[config.mk]
export PLATFORM = sky130hd
export DESIGN_NAME = d_sram_like_bridge
export DESIGN_NICKNAME = d
export VERILOG_FILES = /design/src/rtl/d_sram_like_bridge.sv
export SDC_FILE = /design/constraint.sdc
export NUM_CORES = 1
export LEC_CHECK = 0
export BUFFER_PORTS_ARGS = -buffer_cell sky130_fd_sc_hd__buf_2
export CELL_PAD_IN_SITES_DETAIL_PLACEMENT = 1
export CELL_PAD_IN_SITES_GLOBAL_PLACEMENT = 1
export CORE_ASPECT_RATIO = 0.5
export CORE_MARGIN = 2
export CORE_UTILIZATION = 34
export DETAILED_ROUTE_END_ITERATION = 12
export GPL_TIMING_DRIVEN = 0
export HOLD_SLACK_MARGIN = 0.06
export PLACE_DENSITY_LB_ADDON = 0.1
export SETUP_SLACK_MARGIN = 0.1
export SKIP_LAST_GASP = 1
export SYNTH_ARGS = -nofsm -noshare
export SYNTH_HDL_FRONTEND = slang
export SYNTH_SLANG_ARGS = --single-unit
[constraint.sdc]
create_clock -name clk -period 4.25 [get_ports clk]
set_input_delay 0.425 -clock clk [delete_from_list [all_inputs] [get_ports clk]]
set_output_delay 0.425 -clock clk [all_outputs]
set_load 0.05 [all_outputs]
[src/rtl/d_sram_like_bridge.sv]
// d_sram_like_bridge: converts the CPU data SRAM port into one transaction
// at a time on a split address/data sram-like bus (req/addr_ok/data_ok).
// d_stall holds the M stage until the bus transaction has completed.
module d_sram_like_bridge #(
    parameter bit ADDR_MAP_EN = 1'b1
) (
    input  logic        clk,
    input  logic        rst,
    // CPU data SRAM side
    input  logic        data_sram_en,
    input  logic [3:0]  data_sram_wen,
    input  logic [31:0] data_sram_addr,
    input  logic [31:0] data_sram_wdata,
    output logic [31:0] data_sram_rdata,
    output logic        d_stall,
    // sram-like bus side
    output logic        req,
    output logic        wr,
    output logic [1:0]  size,
    output logic [31:0] addr,
    output logic [31:0] wdata,
    input  logic        addr_ok,
    input  logic        data_ok,
    input  logic [31:0] rdata
);

    typedef enum logic [1:0] {
        ST_IDLE = 2'd0,
        ST_REQ  = 2'd1,
        ST_WAIT = 2'd2,
        ST_DONE = 2'd3
    } state_t;

    state_t      state_r;
    state_t      state_next_s;
    logic        cap_rdata_s;
    logic        start_s;
    logic [4:0]  enc_s;
    logic [31:0] phys_addr_s;

    logic        req_r;
    logic        wr_r;
    logic [1:0]  size_r;
    logic [31:0] addr_r;
    logic [31:0] wdata_r;
    logic [31:0] rdata_r;

    // Byte enables -> {wr, size[1:0], addr[1:0]}; odd patterns degrade to a word write.
    function automatic logic [4:0] enc_wen(input logic [3:0] wen);
        logic [4:0] res;
        case (wen)
            4'b0000: res = {1'b0, 2'd2, 2'b00};
            4'b1111: res = {1'b1, 2'd2, 2'b00};
            4'b0011: res = {1'b1, 2'd1, 2'b00};
            4'b1100: res = {1'b1, 2'd1, 2'b10};
            4'b0001: res = {1'b1, 2'd0, 2'b00};
            4'b0010: res = {1'b1, 2'd0, 2'b01};
            4'b0100: res = {1'b1, 2'd0, 2'b10};
            4'b1000: res = {1'b1, 2'd0, 2'b11};
            default: res = {1'b1, 2'd2, 2'b00};
        endcase
        return res;
    endfunction

    assign enc_s       = enc_wen(data_sram_wen);
    assign phys_addr_s = ADDR_MAP_EN ? (data_sram_addr & 32'h1FFF_FFFF) : data_sram_addr;
    assign start_s     = (state_r == ST_IDLE) && data_sram_en;

    // Next-state logic and read-data capture strobe.
    always_comb begin
        state_next_s = state_r;
        cap_rdata_s  = 1'b0;
        case (state_r)
            ST_IDLE: begin
                if (data_sram_en) begin
                    state_next_s = ST_REQ;
                end else begin
                    state_next_s = ST_IDLE;
                end
            end
            ST_REQ: begin
                if (addr_ok && data_ok) begin
                    state_next_s = ST_DONE;
                    cap_rdata_s  = ~wr_r;
                end else if (addr_ok) begin
                    state_next_s = ST_WAIT;
                end else begin
                    state_next_s = ST_REQ;
                end
            end
            ST_WAIT: begin
                if (data_ok) begin
                    state_next_s = ST_DONE;
                    cap_rdata_s  = ~wr_r;
                end else begin
                    state_next_s = ST_WAIT;
                end
            end
            ST_DONE: begin
                state_next_s = ST_IDLE;
            end
            default: begin
                state_next_s = ST_IDLE;
            end
        endcase
    end

    // State register, registered bus request fields and returned read data.
    always_ff @(posedge clk) begin
        if (rst) begin
            state_r <= ST_IDLE;
            req_r   <= 1'b0;
            wr_r    <= 1'b0;
            size_r  <= 2'd0;
            addr_r  <= 32'h0000_0000;
            wdata_r <= 32'h0000_0000;
            rdata_r <= 32'h0000_0000;
        end else begin
            state_r <= state_next_s;
            req_r   <= (state_next_s == ST_REQ);
            if (start_s) begin
                wr_r    <= enc_s[4];
                size_r  <= enc_s[3:2];
                addr_r  <= {phys_addr_s[31:2], enc_s[1:0]};
                wdata_r <= data_sram_wdata;
            end
            if (cap_rdata_s) begin
                rdata_r <= rdata;
            end
        end
    end

    // Stall is combinational so the CPU is held in the very cycle en rises.
    assign d_stall         = data_sram_en & (state_r != ST_DONE);
    assign req             = req_r;
    assign wr              = wr_r;
    assign size            = size_r;
    assign addr            = addr_r;
    assign wdata           = wdata_r;
    assign data_sram_rdata = rdata_r;

endmodule

Word-level counts from Yosys, hierarchy flattened
Memories as Yosys holds them, arrays and structs flattened. A register that Yosys moved wholly into a read port is not among the register bits.
Cells that the tools add are included.
Word-level totals
  register bits: 96
  bits in read-only memories: 80
  logic and storage cells: 24
  output and inout bits: 101
  input bits: 105
  memories kept: 1
Operators by class
  bitwise logic cells: 2
  eq/ne operators: 5
  muxes and demuxes: 8
  reductions and logical operators: 3
Memories
  (no name shown): depth 16, width 5, read ports 1, clocked after memory_dff 1, wr ports 0, line 51  | case (wen)
Operators with widths (number)
  one-hot mux 2 bit (4 select lines): 1
  equality test 2 x 1 -> 1 bit (second input constant): 2
  equality test 2 bit (second input constant): 2
  two-way mux 1 bit: 4
  two-way mux 2 bit: 2
  logical AND 1 bit: 2
  logical NOT 2 bit: 1
  != test 2 bit (second input constant): 1
  one-hot mux 1 bit (2 select lines): 1
  bitwise AND 1 bit: 1
  inverter 1 bit: 1

Depth between registers and ports, before layout
  depth in word-level cells: 4
  mapped depth: 7
  mapped depth without buffers: 5

Least setup slack after synthesis
OpenSTA, ideal clock, no wires.
  kind: reg2out
  start: register state_r[0]
  end: output port d_stall
  buffers on the path: 0
  data arrival time: 1.196 ns
  stages on the path, launching flop included: 3
  required time: 3.825 ns
  slack: 2.629 ns
  path through: dfxtp_1 ha_1 nor2b_1
Between the ends
  word-level cells in the longest chain between the ends: 2
RTL lines
  start, declared: line 34  | state_t state_r;
  start signal, assigned: line 119  | state_r <= state_next_s;
  != test 2 bit: line 134  | assign d_stall = data_sram_en & (state_r != ST_DONE);
  bitwise AND 1 bit: line 134
  end, declared: line 15  | output logic d_stall,
Every way passes these cells.

Worst setup path in the final report
  start: register state_r[0]
  end: register rdata_r[3], in the netlist data_sram_rdata[3]
Between the ends
  word-level cells in the longest chain between the ends: 2
  elaborated cells between the ends (all ways): 3
  those cells by class: eq/ne (2); mux (1)
RTL lines
  equality test 2 bit / equality test 2 x 1 -> 1 bit (equally long branches): line 73  | case (state_r)
  one-hot mux 1 bit (2 select lines) (*): line 73
  end signal, assigned: line 128  | rdata_r <= rdata;
  end, declared: line 46  | logic [31:0] rdata_r;
Mark *: on every way between the ends. The rest lies on a longest branch, timed or not.
A chain may end at the register's enable or synchronous reset.

==> flow_summary.yaml <==
status:
  status: "finished clean"
worst_setup_path:
  crit_required_ps: 4510
  worstSetupPathType: "reg2reg"
  crit_start: "state_r[0]"
  crit_arrival_ps: 2000
  worstPathCellList: "inv_1 > ha_1 > o211ai_1 > nor2_2 > buf_4 > mux2i_1"
  start_kind: "flip-flop"
  crit_path_top_delay_cell: "dfxtp_1"
  end_kind: "flip-flop"
  reg2reg_from: "state_r[0]"
  crit_path_end: "data_sram_rdata[3]"
  r2r-end: "data_sram_rdata[3]"
  cpPeakStageDelay_ps: 400
  r2r_slack_ps: 2510
  ff2ff_path_depth: 6
  crit_fanout: 10
cells_and_area:
  layout_commonest_cell: "buf_2"
  layout.nets: 767
  mostFrequentLayoutCells: "buf_2, nand2_1, dfxtp_1, nand2b_1, a21oi_1"
  layout-drive-gt1-share: 0.361
  area_delta_synth_final_pct: 38.5
  fillers: 1422
  fin_area_um2: 5390
synthesis:
  yosys_warnings: 0
  syn-cell-area_um2: 3890
  synth_seq_cells: 99
  synth.top_cell.area_share: 0.509
  synth.distinct_cells: 29
  synth_area_leader_cell: "dfxtp_1"
  synth_cells: 448
  ys_seq_area_frac: 0.509
  synth.area.top_cells: "dfxtp_1, nand2_1, nand2b_1"
  synth_area_per_cell_um2: 8.69
place:
  hpwlAfterDp_mm: 8.39
  gp_congestion: 0.703
  port_buffers: 196
  place_ws_ps: 2510
  placed_area_um2: 5060
clocking:
  cts_resized: 0
  cts-root-buf: "clkbuf_16"
  cts_tree: "built"
  clk_pin_slew_ps: 70
  cts_max_path_buffers: 2
  cts_htree_levels: 3
  cts_buffers: 9
  post_cts_buffers: 0
  clkLatencyLatePin_ps: 340
  ctsHoldBuffers: 0
  cts.sinks: 99
sta:
  finalSetupTns_ps: 0
  hold_violations: 0
  max_freq_ghz: 0.575
  skew_ps: 9.04
  layout_min_cycle_time_ps: 1740
  rsz0062_at_grt: "no"
  period_share: 0.409
  fin_worst_hold_slack_ps: 316
  setup_slack_ps: 2510
  finalSetupViolCount: 0
  drv_slew: 0
routing:
  dr.pass1.iters: 5
  drt_iter0_drc: 111
  ant_nets: 0
  vias: 3650
  post_drt_via_cell_ratio: 4.52
  wl_per_cell_um: 13.6
  drc: 0
  routed_wl_mm: 11.0
global_routing:
  grt_pass1_vias: 3649
  gr-total-overflow: 0
  grt_usage: 0.178
  grt_start_max_net_pins: 17
  grt_use_met3: 0.0689
  grt_pass1_wl_mm: 17.5
  antenna_found_initial: 1
  grtUsageMet1: 0.209
  busiest_layer: "met2"
  grt_util_met2: 0.308
floorplanning:
  rows: 27
  coreArea_um2: 11100
  dieWidth_um: 155
  start_util: 0.351
  dieArea_um2: 12400
  die_h_um: 79.7
  ios: 206
power:
  leakagePower_nw: 2.53
  ir_drop_mv: 0.197
  totalPowerFinal_mw: 2.29
  power_density_nw_per_um2: 425
worst_hold_path:
  hold_class: "in2reg"
run:
  maxCapViolations: 0
==> layout make-up <==
cell class,instances,area [um^2],area share
Sequential cell,99,1980,0.367
Clock buffer,11,243,0.0450
Clock inverter,5,85.1,0.0158
Buffer,34,174,0.0322
Tap cell,145,181,0.0336
Timing Repair Buffer,196,981,0.182
Multi-Input combinational cell,315,1740,0.322
Antenna cell,1,2.50,0.000464
Inverter,2,7.51,0.00139
==> per-layer routing <==
metal | share of wire | routed length (um)
met5 | 0.0012 | 13
met4 | 0.0088 | 97
met3 | 0.078 | 860
met2 | 0.47 | 5110
met1 | 0.45 | 4880
==> worst min-delay path by stage <==
stage,startpoint,to,slack (ps),cells after the start
finish,data_sram_addr[21],addr[21],320,3
global route,data_sram_addr[23],addr[23],320,3
CTS,data_sram_addr[14],addr[14],310,3
detailed placement,wdata[19],wdata[19],440,2
global placement,addr[3],addr[3],440,2
floorplan,state_r[1],state_r[1],520,2
==> registers in the layout, summed over array words and instances (netlist names) <==
name	cells
size	2
state_r	2
addr	29
data_sram_rdata	32
wdata	32
wr	1
req	1
==> synth_stat cells, drive strengths merged <==
library cell and count:
nor2b 2, a311oi 1, clkbuf 9, ha 5, xnor2 1, a21o 1, or4 2, mux2i 32
o221ai 1, nor4bb 1, o22ai 1, inv 2, and2 1, buf 25, nand2b 64, a21boi 1
nor2 7, a21oi 63, o211ai 2, nor3 2, nand3b 1, dfxtp 99, and3 1, conb 1
nand2 123
==> stage by stage <==
step | instances | utilization
5_1_grt | 807 | 0.487
2_1_floorplan | 450 | -
6_report | 808 | 0.487
4_1_cts | 807 | 0.487
3_5_place_dp | 791 | 0.457
3_3_place_gp | 791 | 0.457
==> power breakdown <==
part	total (mW)	switching, mW	internal, mW	leakage, nW
Sequential	0.994	0.0213	0.973	0.809
Clock	0.889	0.354	0.535	0.156
Combinational	0.409	0.287	0.122	1.57
==> critical path: cells and delay by family, from the launching register on <==
family | cells | cell delay, ps
flip-flops | 1 | 400
buffers and inverters | 2 | 400
adder cells (fa/ha/maj) | 1 | 290
AND/OR/NAND/NOR | 1 | 260
multiplexers | 1 | 220
AO/OA/AOI/OAI | 1 | 90
==> logic make-up after synthesis <==
group | Yosys count | synth area share
compound gates | 70 | 0.0958
xor+xnor | 1 | 0.00225
fa+ha+maj | 5 | 0.0161
buf+inv | 36 | 0.0466
flops | 99 | 0.509
mux | 32 | 0.0823
other cells | 1 | 0.000963
simple gates | 204 | 0.247
(Power assumes the default switching activity.)
